[config.mk]
export PLATFORM = sky130hd
export DESIGN_NAME = mem_access
export DESIGN_NICKNAME = d
export VERILOG_FILES = /design/src/rtl/lc3_pkg.sv /design/src/rtl/mem_access.sv
export SDC_FILE = /design/constraint.sdc
export NUM_CORES = 1
export LEC_CHECK = 0
export BUFFER_PORTS_ARGS = -buffer_cell sky130_fd_sc_hd__clkbuf_2
export CORE_MARGIN = 2
export CORE_UTILIZATION = 45
export CTS_BUF_LIST = sky130_fd_sc_hd__clkbuf_8
export DETAILED_ROUTE_END_ITERATION = 10
export PLACE_DENSITY_LB_ADDON = 0.15
export SLEW_MARGIN = 20
export SYNTH_ARGS = -nofsm -noshare
export SYNTH_HDL_FRONTEND = slang
export SYNTH_SLANG_ARGS = --single-unit
[constraint.sdc]
create_clock -name clock -period 2.2 [get_ports clock]
set_clock_uncertainty 0.2 [all_clocks]
set_input_delay 0 -clock clock [delete_from_list [all_inputs] [get_ports clock]]
set_output_delay 0 -clock clock [all_outputs]
set_load 0.02 [all_outputs]
[src/rtl/lc3_pkg.sv]
// ---------------------------------------------------------------------------
// | lc3_pkg : shared LC3 memory-stage types and Writeback select codes      |
// | Rev 1.0                                                                 |
// ---------------------------------------------------------------------------
`default_nettype none

package lc3_pkg;

  typedef enum logic [2:0] {
    OP_NONE = 3'd0,
    OP_LD   = 3'd1,
    OP_LDI  = 3'd2,
    OP_ST   = 3'd3,
    OP_STI  = 3'd4
  } mem_op_e;

  typedef enum logic [1:0] {
    S_IDLE = 2'd0,
    S_IND  = 2'd1,
    S_ACC  = 2'd2,
    S_DONE = 2'd3
  } mem_state_e;

  localparam logic [1:0] c_w_ctrl_alu = 2'd0;
  localparam logic [1:0] c_w_ctrl_mem = 2'd1;
  localparam logic [1:0] c_w_ctrl_pc  = 2'd2;

  // Raw codes 5-7 are reserved and behave as NONE.
  function automatic mem_op_e decode_op(input logic [2:0] raw);
    mem_op_e op;
    op = OP_NONE;
    case (raw)
      3'd1:    op = OP_LD;
      3'd2:    op = OP_LDI;
      3'd3:    op = OP_ST;
      3'd4:    op = OP_STI;
      default: op = OP_NONE;
    endcase
    return op;
  endfunction

endpackage

`default_nettype wire

[src/rtl/mem_access.sv]
// ---------------------------------------------------------------------------
// | mem_access : LC3 memory stage running LD/LDI/ST/STI over req/ack        |
// | Rev 1.0                                                                 |
// ---------------------------------------------------------------------------
`default_nettype none

module mem_access
  import lc3_pkg::*;
#(
  parameter int ADDR_W   = 16,
  parameter int DATA_W   = 16,
  parameter int MAX_WAIT = 15
) (
  input  logic              clock,
  input  logic              reset,
  input  logic              start,
  input  logic [2:0]        mem_op,
  input  logic [ADDR_W-1:0] M_Addr,
  input  logic [DATA_W-1:0] M_Data,
  input  logic [DATA_W-1:0] Data_dout,
  input  logic              Data_ack,
  output logic              Data_req,
  output logic              Data_we,
  output logic [ADDR_W-1:0] Data_addr,
  output logic [DATA_W-1:0] Data_din,
  output logic [DATA_W-1:0] memout,
  output logic              busy,
  output logic              mem_valid,
  output logic              mem_err
);

  localparam int c_cnt_w = (MAX_WAIT > 1) ? $clog2(MAX_WAIT) : 1;
  localparam logic [c_cnt_w-1:0] c_wait_last = c_cnt_w'(MAX_WAIT - 1);

  mem_state_e          state_q,  state_d;
  mem_op_e             op_q,     op_d;
  logic [ADDR_W-1:0]   addr_q,   addr_d;
  logic [DATA_W-1:0]   data_q,   data_d;
  logic [ADDR_W-1:0]   ptr_q,    ptr_d;
  logic [DATA_W-1:0]   memout_q, memout_d;
  logic [c_cnt_w-1:0]  wait_q,   wait_d;
  logic                gap_q,    gap_d;
  logic                err_q,    err_d;

  logic w_req;
  logic w_store;
  logic w_indirect;
  logic w_write;
  logic w_timeout;

  // gap_q holds Data_req low for one ACC cycle after the pointer read.
  assign w_req      = (state_q == S_IND) || ((state_q == S_ACC) && !gap_q);
  assign w_store    = (op_q == OP_ST)  || (op_q == OP_STI);
  assign w_indirect = (op_q == OP_LDI) || (op_q == OP_STI);
  assign w_write    = w_req && (state_q == S_ACC) && w_store;
  assign w_timeout  = (wait_q == c_wait_last);

  always_comb begin
    state_d  = state_q;
    op_d     = op_q;
    addr_d   = addr_q;
    data_d   = data_q;
    ptr_d    = ptr_q;
    memout_d = memout_q;
    wait_d   = wait_q;
    gap_d    = gap_q;
    err_d    = err_q;
    case (state_q)
      S_IDLE: begin
        if (start) begin
          op_d   = decode_op(mem_op);
          addr_d = M_Addr;
          data_d = M_Data;
          wait_d = '0;
          gap_d  = 1'b0;
          err_d  = 1'b0;
          case (decode_op(mem_op))
            OP_LD, OP_ST:   state_d = S_ACC;
            OP_LDI, OP_STI: state_d = S_IND;
            default:        state_d = S_DONE;
          endcase
        end
      end
      S_IND: begin
        if (Data_ack) begin
          ptr_d   = ADDR_W'(Data_dout);
          wait_d  = '0;
          gap_d   = 1'b1;
          state_d = S_ACC;
        end else if (w_timeout) begin
          err_d   = 1'b1;
          state_d = S_DONE;
        end else begin
          wait_d = wait_q + c_cnt_w'(1);
        end
      end
      S_ACC: begin
        if (gap_q) begin
          gap_d = 1'b0;
        end else if (Data_ack) begin
          if (!w_store) memout_d = Data_dout;
          state_d = S_DONE;
        end else if (w_timeout) begin
          err_d   = 1'b1;
          state_d = S_DONE;
        end else begin
          wait_d = wait_q + c_cnt_w'(1);
        end
      end
      S_DONE:  state_d = S_IDLE;
      default: state_d = S_IDLE;
    endcase
  end

  always_ff @(posedge clock) begin
    if (!reset) begin
      state_q  <= S_IDLE;
      op_q     <= OP_NONE;
      addr_q   <= '0;
      data_q   <= '0;
      ptr_q    <= '0;
      memout_q <= '0;
      wait_q   <= '0;
      gap_q    <= 1'b0;
      err_q    <= 1'b0;
    end else begin
      state_q  <= state_d;
      op_q     <= op_d;
      addr_q   <= addr_d;
      data_q   <= data_d;
      ptr_q    <= ptr_d;
      memout_q <= memout_d;
      wait_q   <= wait_d;
      gap_q    <= gap_d;
      err_q    <= err_d;
    end
  end

  assign Data_req  = w_req;
  assign Data_we   = w_write;
  assign Data_addr = !w_req ? '0 : ((state_q == S_ACC) && w_indirect) ? ptr_q : addr_q;
  assign Data_din  = w_write ? data_q : '0;
  assign memout    = memout_q;
  assign busy      = (state_q != S_IDLE);
  assign mem_valid = (state_q == S_DONE);
  assign mem_err   = (state_q == S_DONE) && err_q;

endmodule

`default_nettype wire
# Word-level counts from Yosys, hierarchy flattened
# Index checks and enable logic that the tools add are counted.
# word_totals
reg_bits,75
input_bits,55
output_inout_bits,53
word_cells,78
# op_classes
addsub,1
eq_ne,19
n_mux,26
bitwise_logic,2
reduce_logical,21
# op_table
op,n
16-bit 2-to-1 mux,3
4-bit 2-to-1 mux,5
"3-bit by 2-bit == test with 1-bit output, second input constant",6
3-bit case mux with 4 select lines,1
4-bit case mux with 3 select lines,1
2-bit 2-to-1 mux,5
"3-bit == test, second input constant",3
"2-bit inequality test, second input constant",4
2-bit case mux with 4 select lines,1
4-bit AND reduction,2
"3-bit by 1-bit == test with 1-bit output, second input constant",2
3-bit 2-to-1 mux,2
1-bit case mux with 3 select lines,2
2-bit AND reduction,3
3-bit AND reduction,2
1-bit logical AND,5
1-bit 2-to-1 mux,5
"4-bit by 1-bit adder with 4-bit output, second input constant",1
"2-bit == test, second input constant",2
"4-bit == test, second input constant",1
2-bit case mux with 2 select lines,1
2-bit OR reduction,2
1-bit logical OR,3
3-bit nonzero test,1
5 further kinds,6

# Logic depth before layout (Yosys ltp)
# Gate-level depths: netlist of run 1.
# logic_depth
word_depth,9
mapped_depth,8
mapped_depth_nobuf,6

# Least setup slack after synthesis of run 1
# OpenSTA, ideal clock, no wires.
# synth_path
kind,register -> output
startpoint,reg state_q[0]
endpoint,out Data_addr[10]
arrival_ps,1603
required_ps,2000
path_slack_ps,397
stages_incl_launch_ff,9
path_buffers,3
path_cell_list,dfxtp_1 > inv_1 > ha_1 > buf_2 > nor3b_2 > buf_6 > buf_12 > mux2i_1 > nor2_1
# synth_between
elab_chain_len,4
word_cells_on_any_way,7
cone_classes,eq/ne: 2; mux: 2; reduce/logical: 3
# synth_lines
element,line_no,source
start: declaration,mem_access.sv:35,"mem_state_e state_q, state_d;"
start signal: assignment,mem_access.sv:127,state_q <= state_d;
2-bit == test,"mem_access.sv:52, mem_access.sv:141",
1-bit logical AND (on tied branches),"mem_access.sv:141, mem_access.sv:52",
16-bit 2-to-1 mux or 1-bit logical OR (tied branches),"mem_access.sv:141, mem_access.sv:52",
16-bit 2-to-1 mux (*),mem_access.sv:141,assign Data_addr = !w_req ? '0 : ((state_q == S_ACC) && w_indirect) ? ptr_q : addr_q;
end: declaration,mem_access.sv:24,"output logic [ADDR_W-1:0] Data_addr,"
# Every way passes the cells marked *; elsewhere a longest branch is shown, timed or not.

# Worst setup path in the final report of run 1
# layout_path
startpoint,reg state_q[0]
endpoint,out Data_addr[15]
# The elaborated chain is that of the path after synthesis.

==> summary.txt, run 1 <==
GRT
  • Remaining Overflow, GRT: 0
  • Pin count of the biggest net entering global routing: 53
  • Global-route wire length before repair: 14500 um
  • Antenna violations before repair: 0
  • GRT Overall Usage: 0.219
  • Vias in the first global route: 3203

Setup path
  • Crit-path cells: inv_2, ha_4, nor3b_4, buf_12, mux2i_2, nor2_1, clkbuf_2
  • R2R Path Start: state_q[1]$_SDFFE_PN0P_
  • CP Buf/Inv Count: 3
  • Req. time, crit path: 2.00 ns
  • Worst path top cell family by delay: buffers and inverters
  • R2R cell count: 6
  • Crit path depth: 7
  • CP peak stage delay: 0.35 ns
  • R2R Path End: wait_q[3]$_SDFFE_PN0P_
  • Worst endpoint data arrival time: 1.88 ns
  • Slowest-stage cell, CP: dfxtp_2
  • Reg2reg setup slack: 0.31 ns
  • Crit start category: register
  • CP max FO: 16
  • Worst Setup End Kind: output port
  • Critical path class: register to output port

Final layout
  • Finished Layout Cells: 685
  • Area Growth Syn to Fin: 41.4%
  • Proportion of layout cells with a drive suffix above 1: 0.239
  • FILL cells: 655
  • Diode count: 0
  • # nets final: 644

Timing
  • Crit path time final: 2.08 ns
  • Final Max Slew Viols: 0
  • Slew @ Worst Pin: 0.552 ns
  • RSZ-0062 raised after global routing: false
  • Max Clock Freq: 480 MHz
  • Worst relative slew slack: 0.632
  • # setup viols final: 0
  • Setup WS post-layout: 0.116 ns
  • Period utilisation layout: 0.947
  • Setup TNS: 0 ns
  • Final Hold Viols: 0

Pwr
  • Lkg Pwr: 1.95 nW
  • Power density over the cells: 888 nW/um^2
  • IR drop worst, VDD: 0.943 mV

Die
  • DIE WIDTH: 90.1 um
  • DIE AREA: 8130 sq um
  • Die height: 90.1 um
  • Cell Rows: 31
  • Core Footprint: 7210 sq um
  • Top-Level Pins: 108
  • Starting Density: 0.463

Worst hold path
  • Hold EP: addr_q[11]$_SDFFE_PN0P_
  • HP Class: input port to register
  • Hold path start: M_Addr[11]
  • Hold depth: 4

Clock network
  • Worst-Skew Late Latency: 0.34 ns
  • CTS Root Cell: clkbuf_8
  • Sink Count: 75
  • TritonCTS clock tree: done
  • H-tree levels: 3
  • Post-CTS Setup Inserts: 0
  • Max Root-Sink Buffers: 2
  • Total CTS buffers: 9
  • Clock transition at path regs: 0.08 ns

Detailed routing
  • DRT Wirelength: 8870 um
  • Vias after detailed routing: 3325
  • WL per Instance: 12.9 um
  • Total iterations of the first detailed-routing run: 4
  • Drc violations: 0
  • ANT nets after route: 0
  • Routed vias/inst: 4.85
  • Starting DRT DRC Count: 168

Job
  • Max Cap Viol: 0

Yosys
  • Syn Inst Count: 431
  • Top_reg_cell synth: dfxtp_1
  • Syn_nets: 494
  • Asr flop ratio synth: 0
  • Post-synth EDFFs: 0
  • Main area contributors after synthesis: dfxtp_1 (45%), nand2_1 (14%), a21oi_1 (8.8%), mux2i_1 (4.8%), and2_1 (3.6%)
  • Cell taking the most area after synthesis: dfxtp_1
  • Flip-flop and latch count after synthesis: 75
  • Synth Warn #: 0
  • Post-synthesis cell type count: 35
  • Seq/Total Area, Yosys: 0.450
  • Post-synthesis cell area: 3340 sq um
  • Mapped Avg Cell Area: 7.75 sq um
  • Synth top area share: 0.450

Placed design
  • DP HPWL: 5650 um
  • Place WS: 0.247 ns
  • Routability cong.: 0.891
  • PortBufs: 107
  • Placed cells: 615

Outcome
  • Outcome: completed
[Yosys cell counts, types with 2 or more instances]
master and n:
nand2_1 125, dfxtp_1 75, a21oi_1 59, nor2_1 22, nand3_1 21, and2_1 19
o21ai_0 18, clkbuf_1 16, mux2i_1 16, buf_2 8, ha_1 8, inv_1 8
nor3_1 4, a211oi_1 3, buf_1 3, nand2b_1 2, nand3b_1 2, nor2b_1 2
o21a_1 2, o221a_2 2, o31ai_1 2
[cell type report]
type	instances	area, sq um	share of cell area
flip-flops and latches	75	1500	0.319
clock inverters	3	20.0	0.00424
clock buffers	13	179	0.0379
well taps	99	124	0.0262
multi-input cells	319	1700	0.359
inverters	8	30.0	0.00636
repair buffers	168	1170	0.248
[state kept, by name, indices dropped and copies added, names as in the netlist]
name and cells:
op_q 3, addr_q 16, gap_q 1, wait_q 4, data_q 16, ptr_q 16, memout 16, state_q 2
err_q 1
[how the worst max path moves through the flow]
stage	slack, ns	to	startpoint
6_report	0.12	Data_addr[15]	state_q[0]$_SDFFE_PN0P_
4_1_cts	0.008	Data_addr[0]	state_q[0]$_SDFFE_PN0P_
3_5_place_dp	0.25	Data_addr[0]	state_q[0]$_SDFFE_PN0P_
3_3_place_gp	0.35	Data_addr[0]	state_q[0]$_SDFFE_PN0P_
2_1_floorplan	0.40	Data_addr[10]	state_q[0]$_SDFFE_PN0P_
5_1_grt	0.01	Data_addr[15]	state_q[0]$_SDFFE_PN0P_
[cell usage in the layout (no fill, tap or decap), types with 2 or more instances in the layout]
master,Yosys,layout
nor2b_1,2,2
nor3_1,4,4
a211oi_1,3,3
nand3b_1,2,2
buf_4,0,5
clkinvlp_4,0,2
clkbuf_2,0,106
mux2i_1,16,15
o21a_1,2,2
nor2_1,22,22
o31ai_1,2,2
inv_1,8,7
ha_1,8,7
clkbuf_8,0,13
and2_1,19,19
o221a_2,2,2
nand2b_1,2,2
a21oi_1,59,59
buf_12,1,3
dlygate4sd3_1,0,54
o21ai_0,18,18
dfxtp_2,0,2
dfxtp_1,75,73
nand3_1,21,21
nand2_1,125,125
[layer usage]
metal | vias to the layer above | routed length [um] | track usage
met5 | - | 0 | 0
met4 | 0 | 214 | 0.106
met3 | 20 | 326 | 0.0377
met2 | 80 | 4480 | 0.375
met1 | 1500 | 3840 | 0.265
li1 | 1725 | - | -
[timing repair]
| action | 4_1_cts | 5_1_grt |
|---|---|---|
| setup endpoints to repair | 32 | 32 |
| hold endpoints to repair | 74 | 0 |
| resized for setup | 4 | 7 |
| hold buffers | 54 | 0 |
[tightest hold or removal path: stages]
cell and delay [ns]:
dlygate4sd3_1 0.53, clkbuf_2 0.10, nand2_1 0.04, a21oi_1 0.05
[through the flow]
stage	utilization	power [mW]	area (sq um)	hold slack (ns)
global placement	0.547	3.05	3950	0.0235
global route	0.654	4.46	4720	0.230
finish	0.654	4.19	4720	0.221
detailed placement	0.547	3.07	3950	0.0287
floorplan	-	2.66	3340	-0.0696
CTS	0.652	4.21	4700	0.208
[kinds of logic after synthesis]
logic type / Yosys count / share of synthesized area
DFF: 75 / 0.450
adders and majority gates: 8 / 0.0300
buffers and inverters: 37 / 0.0517
xor gates and xnor gates: 2 / 0.00525
AOI/OAI and AO/OA: 93 / 0.154
muxes: 16 / 0.0480
and+or+nand+nor: 200 / 0.262
[where the power goes]
group          switching [mW]  leakage [nW]  internal (mW)  total [mW]
Sequential              0.126         0.611           1.56        1.69
Combinational           0.901          1.24          0.574        1.48
Clock                   0.498        0.0977          0.531        1.03
Power figures use the tool's default switching activity.
==> run 2, diff against run 1 <==
- ABC_AREA: default -> 1
==> run 2 against run 1 <==
  * Clock power up 4%
  * Sequential power up 8%
  * Worst setup slack better by 0.011 ns
  * Wire length up 5.5%
  * Area after synthesis up 4.5%
  * Count of clock-buffer cells in the layout down 4
  * Via count up 9.7%
  * Synthesized cell count up 18%
  * Critical path type unchanged
  * Critical endpoint is now Data_din[1]
==> summary.txt, run 2 <==
Final layout
  • # nets final: 730 (+13%)
  • Proportion of layout cells with a drive suffix above 1: 0.226 (-0.0127)
  • Area Growth Syn to Fin: 43.3%
  • Diode count: 0 (unchanged)
  • Most frequent cells in the layout: clkbuf_2 (107), nand2_1 (82), a21oi_1 (77), dfxtp_1 (74), inv_1 (69)
  • Design area: 5000 sq um (+6.0%)
  • Most common cell after layout, fill and taps aside: clkbuf_2
  • FILL cells: 675 (+3.1%)

GRT
  • Global-route wire length before repair: 15200 um (+4.4%)
  • GRT Overall Usage: 0.220 (+0.000930)
  • Antenna violations before repair: 0 (unchanged)
  • Pin count of the biggest net entering global routing: 57 (+7.5%)
  • Vias in the first global route: 3480 (+8.6%)
  • Remaining Overflow, GRT: 0 (unchanged)

Yosys
  • Synth top area share: 0.430 (-0.0195)
  • Post-synth top cells: nand2_1 (83), a21oi_1 (77), dfxtp_1 (75), inv_1 (70), nor2_1 (65)
  • Cell taking the most area after synthesis: dfxtp_1
  • Main area contributors after synthesis: dfxtp_1 (43%), a21oi_1 (11%), nand2_1 (8.9%), o21ai_0 (8.2%), inv_1 (7.5%)
  • Post-synthesis cell type count: 22 (-37%)
  • Mapped Avg Cell Area: 6.87 sq um (-11%)
  • Asr flop ratio synth: 0 (unchanged)
  • Syn_nets: 571 (+16%)
  • Synth Warn #: 0 (unchanged)
  • Count leader, synth: nand2_1
  • Top_reg_cell synth: dfxtp_1
  • Seq/Total Area, Yosys: 0.430 (-0.0195)
  • Post-synth EDFFs: 0 (unchanged)
  • Post-synthesis cell area: 3490 sq um (+4.5%)
  • Flip-flop and latch count after synthesis: 75 (unchanged)
  • Syn Inst Count: 508 (+18%)

Clock network
  • Total CTS buffers: 9 (unchanged)
  • Worst-Skew Late Latency: 0.34 ns (about the same)
  • TritonCTS clock tree: done
  • Clock transition at path regs: 0.09 ns (about the same)
  • H-tree levels: 3 (unchanged)
  • CTS Root Cell: clkbuf_8
  • Max Root-Sink Buffers: 2 (unchanged)
  • Sink Count: 75 (unchanged)

Worst hold path
  • HP Class: input port to register

Die
  • Top-Level Pins: 108 (unchanged)
  • DIE AREA: 8480 sq um (+4.3%)
  • Cell Rows: 32 (+3.2%)
  • Core Footprint: 7610 sq um (+5.4%)
  • DIE WIDTH: 92.1 um (+2.1%)
  • Starting Density: 0.459 (-0.00400)
  • Die height: 92.1 um (+2.1%)

Outcome
  • Outcome: completed

Timing
  • Final Max Slew Viols: 0 (unchanged)
  • Period utilisation layout: 0.942 (-0.00502)
  • Final Hold Viols: 0 (unchanged)
  • Max Clock Freq: 482 MHz (+0.53%)
  • Slew @ Worst Pin: 0.455 ns (-0.0968 ns)
  • Crit path time final: 2.07 ns (-0.0110 ns)
  • Worst relative slew slack: 0.697 (+0.0645)
  • # setup viols final: 0 (unchanged)

Detailed routing
  • Total iterations of the first detailed-routing run: 4 (unchanged)
  • ANT nets after route: 0 (unchanged)
  • Vias after detailed routing: 3647 (+9.7%)
  • Starting DRT DRC Count: 157 (-6.5%)
  • Drc violations: 0 (unchanged)
  • Routed vias/inst: 4.71 (-2.9%)
  • WL per Instance: 12.1 um (-6.6%)
  • DRT Wirelength: 9360 um (+5.5%)

Setup path
  • CP peak stage delay: 0.37 ns (+0.02 ns)
  • Worst Setup End Kind: output port
  • Crit start category: register
  • Reg2reg setup slack: 0.20 ns (-0.11 ns)
  • Critical path class: register to output port
  • Crit-path cells: inv_1, ha_1, o21bai_4, nand4_4, buf_12, nor2_1, clkbuf_2
  • Worst endpoint data arrival time: 1.87 ns (about the same)
  • Slowest-stage cell, CP: dfxtp_2
  • CP max FO: 17 (+1)
  • Req. time, crit path: 2.00 ns (about the same)

Pwr
  • Pwr Total: 4.85 mW (+16%)
  • Lkg Pwr: 2.46 nW (+27%)
  • IR drop worst, VDD: 0.753 mV (-20%)
  • Power density over the cells: 970 nW/um^2 (+9.2%)

Placed design
  • Routability cong.: 0.939 (+5.5%)
  • Placed cell areas: 4130 sq um (+4.7%)
  • DP HPWL: 6000 um (+6.3%)
  • PortBufs: 107 (unchanged)

Job
  • Max Cap Viol: 0 (unchanged)
[run 2: cell types whose count changed after synthesis, sizes merged, moves of 16 or more]
cell / delta
inv: +63
nor2: +54
mux2i: -16
and2: -19
nand2: -42
o21ai: +39
a21oi: +18
[run 2: final timing paths]
path	start	to	cells past startpoint
setup / recovery	state_q[1]$_SDFFE_PN0P_	Data_din[1]	7
hold / removal	Data_dout[11]	ptr_q[11]$_SDFFE_PN0P_	4
setup reg to reg	state_q[1]$_SDFFE_PN0P_	op_q[2]$_SDFFE_PN0P_	7
hold reg to reg	addr_q[2]$_SDFFE_PN0P_	addr_q[2]$_SDFFE_PN0P_	2
[run 2: report_power, final]
group / switching, mW / internal (mW)
Combinational: 1.23 / 0.730
Clock: 0.540 / 0.531
Sequential: 0.149 / 1.67
[run 2: kinds of logic after synthesis]
kind of cell               synth area share
AOI/OAI and AO/OA                     0.202
adders and majority gates            0.0287
buffers and inverters                 0.113
DFF                                   0.430
and+or+nand+nor                       0.226
[run 2: worst max-delay path, delay by kind of cell (launching register included)]
kind | cells | cell delay, ns
compound gates | 1 | 0.18
flops | 1 | 0.37
fa+ha+maj | 1 | 0.26
buf+inv | 3 | 0.50
simple gates | 2 | 0.22
[run 2: area by class of cell]
type,instances,area [sq um],area share
Clock buffer,9,124,0.0248
Clock inverter,7,77.6,0.0155
Inverter,71,267,0.0533
Multi-Input combinational cell,333,1620,0.324
Sequential cell,75,1500,0.300
Tap cell,102,128,0.0255
Timing Repair Buffer,177,1280,0.256
[run 2: timing repair]
item	in CTS	in global routing
pin swaps	0	1
hold buffers	62	0
endpoints found under the setup margin	29	19
endpoints found under the hold margin	72	0
resized for setup	2	6
buffers inserted	1	0
[run 2: stage by stage]
stage	setup WS [ns]	utilization	instances	hold slack [ns]	setup TNS, ns
2_1_floorplan	0.429	-	508	-0.0513	0
3_3_place_gp	0.324	0.543	695	0.0554	0
3_5_place_dp	0.286	0.543	695	0.0605	0
4_1_cts	0.0250	0.655	774	0.240	0
5_1_grt	-0.0325	0.658	774	0.278	-0.0472
6_report	0.127	0.658	774	0.245	0
[run 2: per-layer routing]
layer	share of wire	global-route usage	vias up
met1	0.43	0.255	1622
met5	0	0	-
met2	0.51	0.400	84
li1	-	-	1921
met3	0.035	0.0337	20
met4	0.022	0.0933	0
==> run 3, diff against run 2 <==
- CELL_PAD_IN_SITES_DETAIL_PLACEMENT: default -> 1
- CELL_PAD_IN_SITES_GLOBAL_PLACEMENT: default -> 1
- CORE_UTILIZATION: 45 -> 37
==> run 3 against run 2 <==
  * Sequential share of layout area rose by 0.41 points
  * Count of clock-buffer cells in the layout rose by 1
  * Global-route usage fell by 0.15 points
  * Cell area fell by 1.4%
  * Worst setup slack got worse by 0.012 ns
  * Sequential power barely moved
  * Core utilization fell by 12 points
  * Die area rose by 21%
  * Flip-flop and latch count did not move
  * Wire length rose by 21%
  * Non-clock buffer count fell by 2
  * Largest power group unchanged
==> summary.txt, run 3 (synthesis results as in run 2) <==
Outcome
  • Outcome: completed

GRT
  • Antenna violations before repair: 1 (+1)
  • Pin count of the biggest net entering global routing: 52 (-8.8%)
  • Global-route wire length before repair: 17700 um (+17%)
  • Vias in the first global route: 3832 (+10%)
  • GRT Overall Usage: 0.218 (-0.00148)
  • Remaining Overflow, GRT: 0 (unchanged)

Setup path
  • Crit start category: register
  • R2R Path Start: state_q[1]$_SDFFE_PN0P_
  • R2R cell count: 7 (unchanged)
  • CP max FO: 17 (unchanged)
  • Worst endpoint data arrival time: 1.89 ns (+0.02 ns)
  • Critical path class: register to output port
  • Worst Setup End Kind: output port
  • Reg2reg setup slack: 0.13 ns (-0.07 ns)
  • Req. time, crit path: 2.00 ns (about the same)
  • R2R Path End: op_q[0]$_SDFFE_PN0P_

Clock network
  • H-tree levels: 3 (unchanged)
  • TritonCTS clock tree: done
  • Clock transition at path regs: 0.08 ns (about the same)
  • Max Root-Sink Buffers: 2 (unchanged)
  • CTS Root Cell: clkbuf_8
  • Total CTS buffers: 9 (unchanged)
  • Worst-Skew Late Latency: 0.35 ns (about the same)
  • Sink Count: 75 (unchanged)

Timing
  • Slew @ Worst Pin: 0.452 ns (-0.00266 ns)
  • Period utilisation layout: 0.948 (+0.00543)
  • Crit path time final: 2.09 ns (+0.0119 ns)
  • Setup TNS: 0 ns (unchanged)
  • Final Max Slew Viols: 0 (unchanged)
  • Final Hold Viols: 0 (unchanged)
  • Setup WS post-layout: 0.115 ns (-0.0119 ns)
  • Worst relative slew slack: 0.698 (+0.00178)
  • Worst hold slack: 0.257 ns (+0.0120 ns)
  • Max Clock Freq: 480 MHz (-0.57%)
  • # setup viols final: 0 (unchanged)
  • RSZ-0062 raised after global routing: false

Pwr
  • Power density over the cells: 968 nW/um^2 (-0.19%)
  • IR drop worst, VDD: 0.544 mV (-28%)
  • Pwr Total: 4.78 mW (-1.5%)
  • Clock Power Share: 0.200 (-0.021)
  • Sw Ratio: 0.410 (+0.0149)
  • Sequential share of power: 0.383 (+0.008)
  • Lkg Pwr: 2.44 nW (-0.91%)
  • Sw Pwr: 1.96 mW (+2.2%)
  • P_int: 2.82 mW (-4.0%)
  • Logic pwr share: 0.417 (+0.013)

Placed design
  • Placed cell areas: 4150 sq um (+0.33%)
  • Place WS: 0.240 ns (-0.0459 ns)
  • PortBufs: 107 (unchanged)
  • DP HPWL: 7080 um (+18%)
  • Routability cong.: 0.907 (-3.4%)
  • Placed cells: 706 (+1.6%)

Final layout
  • Design area: 4940 sq um (-1.4%)
  • Proportion of layout cells with a drive suffix above 1: 0.227 (+0.00101)
  • Most frequent cells in the layout: clkbuf_2 (107), nand2_1 (82), a21oi_1 (77), dfxtp_1 (74), inv_1 (69)
  • Post-layout util: 0.537 (-0.121)
  • Area Growth Syn to Fin: 41.4%
  • Most common cell after layout, fill and taps aside: clkbuf_2
  • # nets final: 728 (-0.27%)
  • Finished Layout Cells: 781 (+0.90%)

Detailed routing
  • Vias after detailed routing: 3832 (+5.1%)
  • Starting DRT DRC Count: 122 (-22%)
  • Drc violations: 0 (unchanged)
  • DRT Wirelength: 11300 um (+21%)
  • WL per Instance: 14.5 um (+20%)
  • Total iterations of the first detailed-routing run: 4 (unchanged)
  • ANT nets after route: 0 (unchanged)
  • Routed vias/inst: 4.91 (+4.1%)

Die
  • Starting Density: 0.380 (-0.0793)
  • Die height: 101 um (+9.8%)
  • Core Footprint: 9200 sq um (+21%)
  • DIE AREA: 10200 sq um (+21%)
  • Cell Rows: 35 (+9.4%)
  • DIE WIDTH: 101 um (+9.8%)
  • Top-Level Pins: 108 (unchanged)

Job
  • Max Cap Viol: 0 (unchanged)

Worst hold path
  • Hold depth: 4 (unchanged)
  • Hold EP: ptr_q[8]$_SDFFE_PN0P_
  • Hold path start: Data_dout[8]
  • HP Class: input port to register
==> run 3: changes by cell type in the layout (fill, tap and decap cells not counted), moves of 2 or more <==
cell | previous run | this run
clkinv_2 | 1 | 3
buf_4 | 2 | 5
dlygate4sd3_1 | 62 | 58
clkinv_4 | 3 | 0
==> run 3: metal layers <==
metal | GRT usage | wire, um
met1 | 0.248 | 4710
met2 | 0.403 | 6000
met3 | 0.0435 | 358
met4 | 0.0790 | 259
met5 | 0 | 0
==> run 3: layout make-up <==
type,count,area [sq um]
clock buffers,10,138
flip-flops and latches,75,1500
multi-input cells,333,1610
fillers,1211,4260
clock inverters,5,30.0
well taps,111,139
diodes,1,2.50
inverters,71,267
repair buffers,175,1240
==> run 3: critical path, stage by stage, from the launching register on <==
cell      delay [ns]
dfxtp_2         0.37
inv_1           0.13
ha_2            0.25
o21bai_4        0.16
buf_6           0.19
nand2_1         0.07
nor2_1          0.16
clkbuf_2        0.21
==> run 3: worst max-delay path by stage <==
stage                                 start       endpoint  cells past startpoint
finish              state_q[1]$_SDFFE_PN0P_   Data_addr[3]                      7
global route        state_q[1]$_SDFFE_PN0P_  Data_addr[15]                      7
detailed placement  state_q[0]$_SDFFE_PN0P_    Data_din[2]                      7
global placement    state_q[0]$_SDFFE_PN0P_   Data_addr[3]                      8
CTS                 state_q[0]$_SDFFE_PN0P_   Data_addr[4]                      8
floorplan           state_q[0]$_SDFFE_PN0P_  Data_addr[10]                      7
==> run 3: timing repair <==
action	4_1_cts	5_1_grt
buffers inserted	1	0
gates resized for setup	2	5
setup endpoints to repair	32	20
hold buffers	58	0
endpoints found under the hold margin	72	0
==> run 3: power groups by stage <==
stage                     Combinational (mW)  Clock (mW)  Sequential (mW)
final                                   1.99       0.956             1.83
after global placement                  1.80           0             1.84
after detailed placement                1.85           0             1.85
after floorplan                         1.24           0             1.89
after global routing                    2.22        1.03             1.86
after CTS                               1.97       0.990             1.82
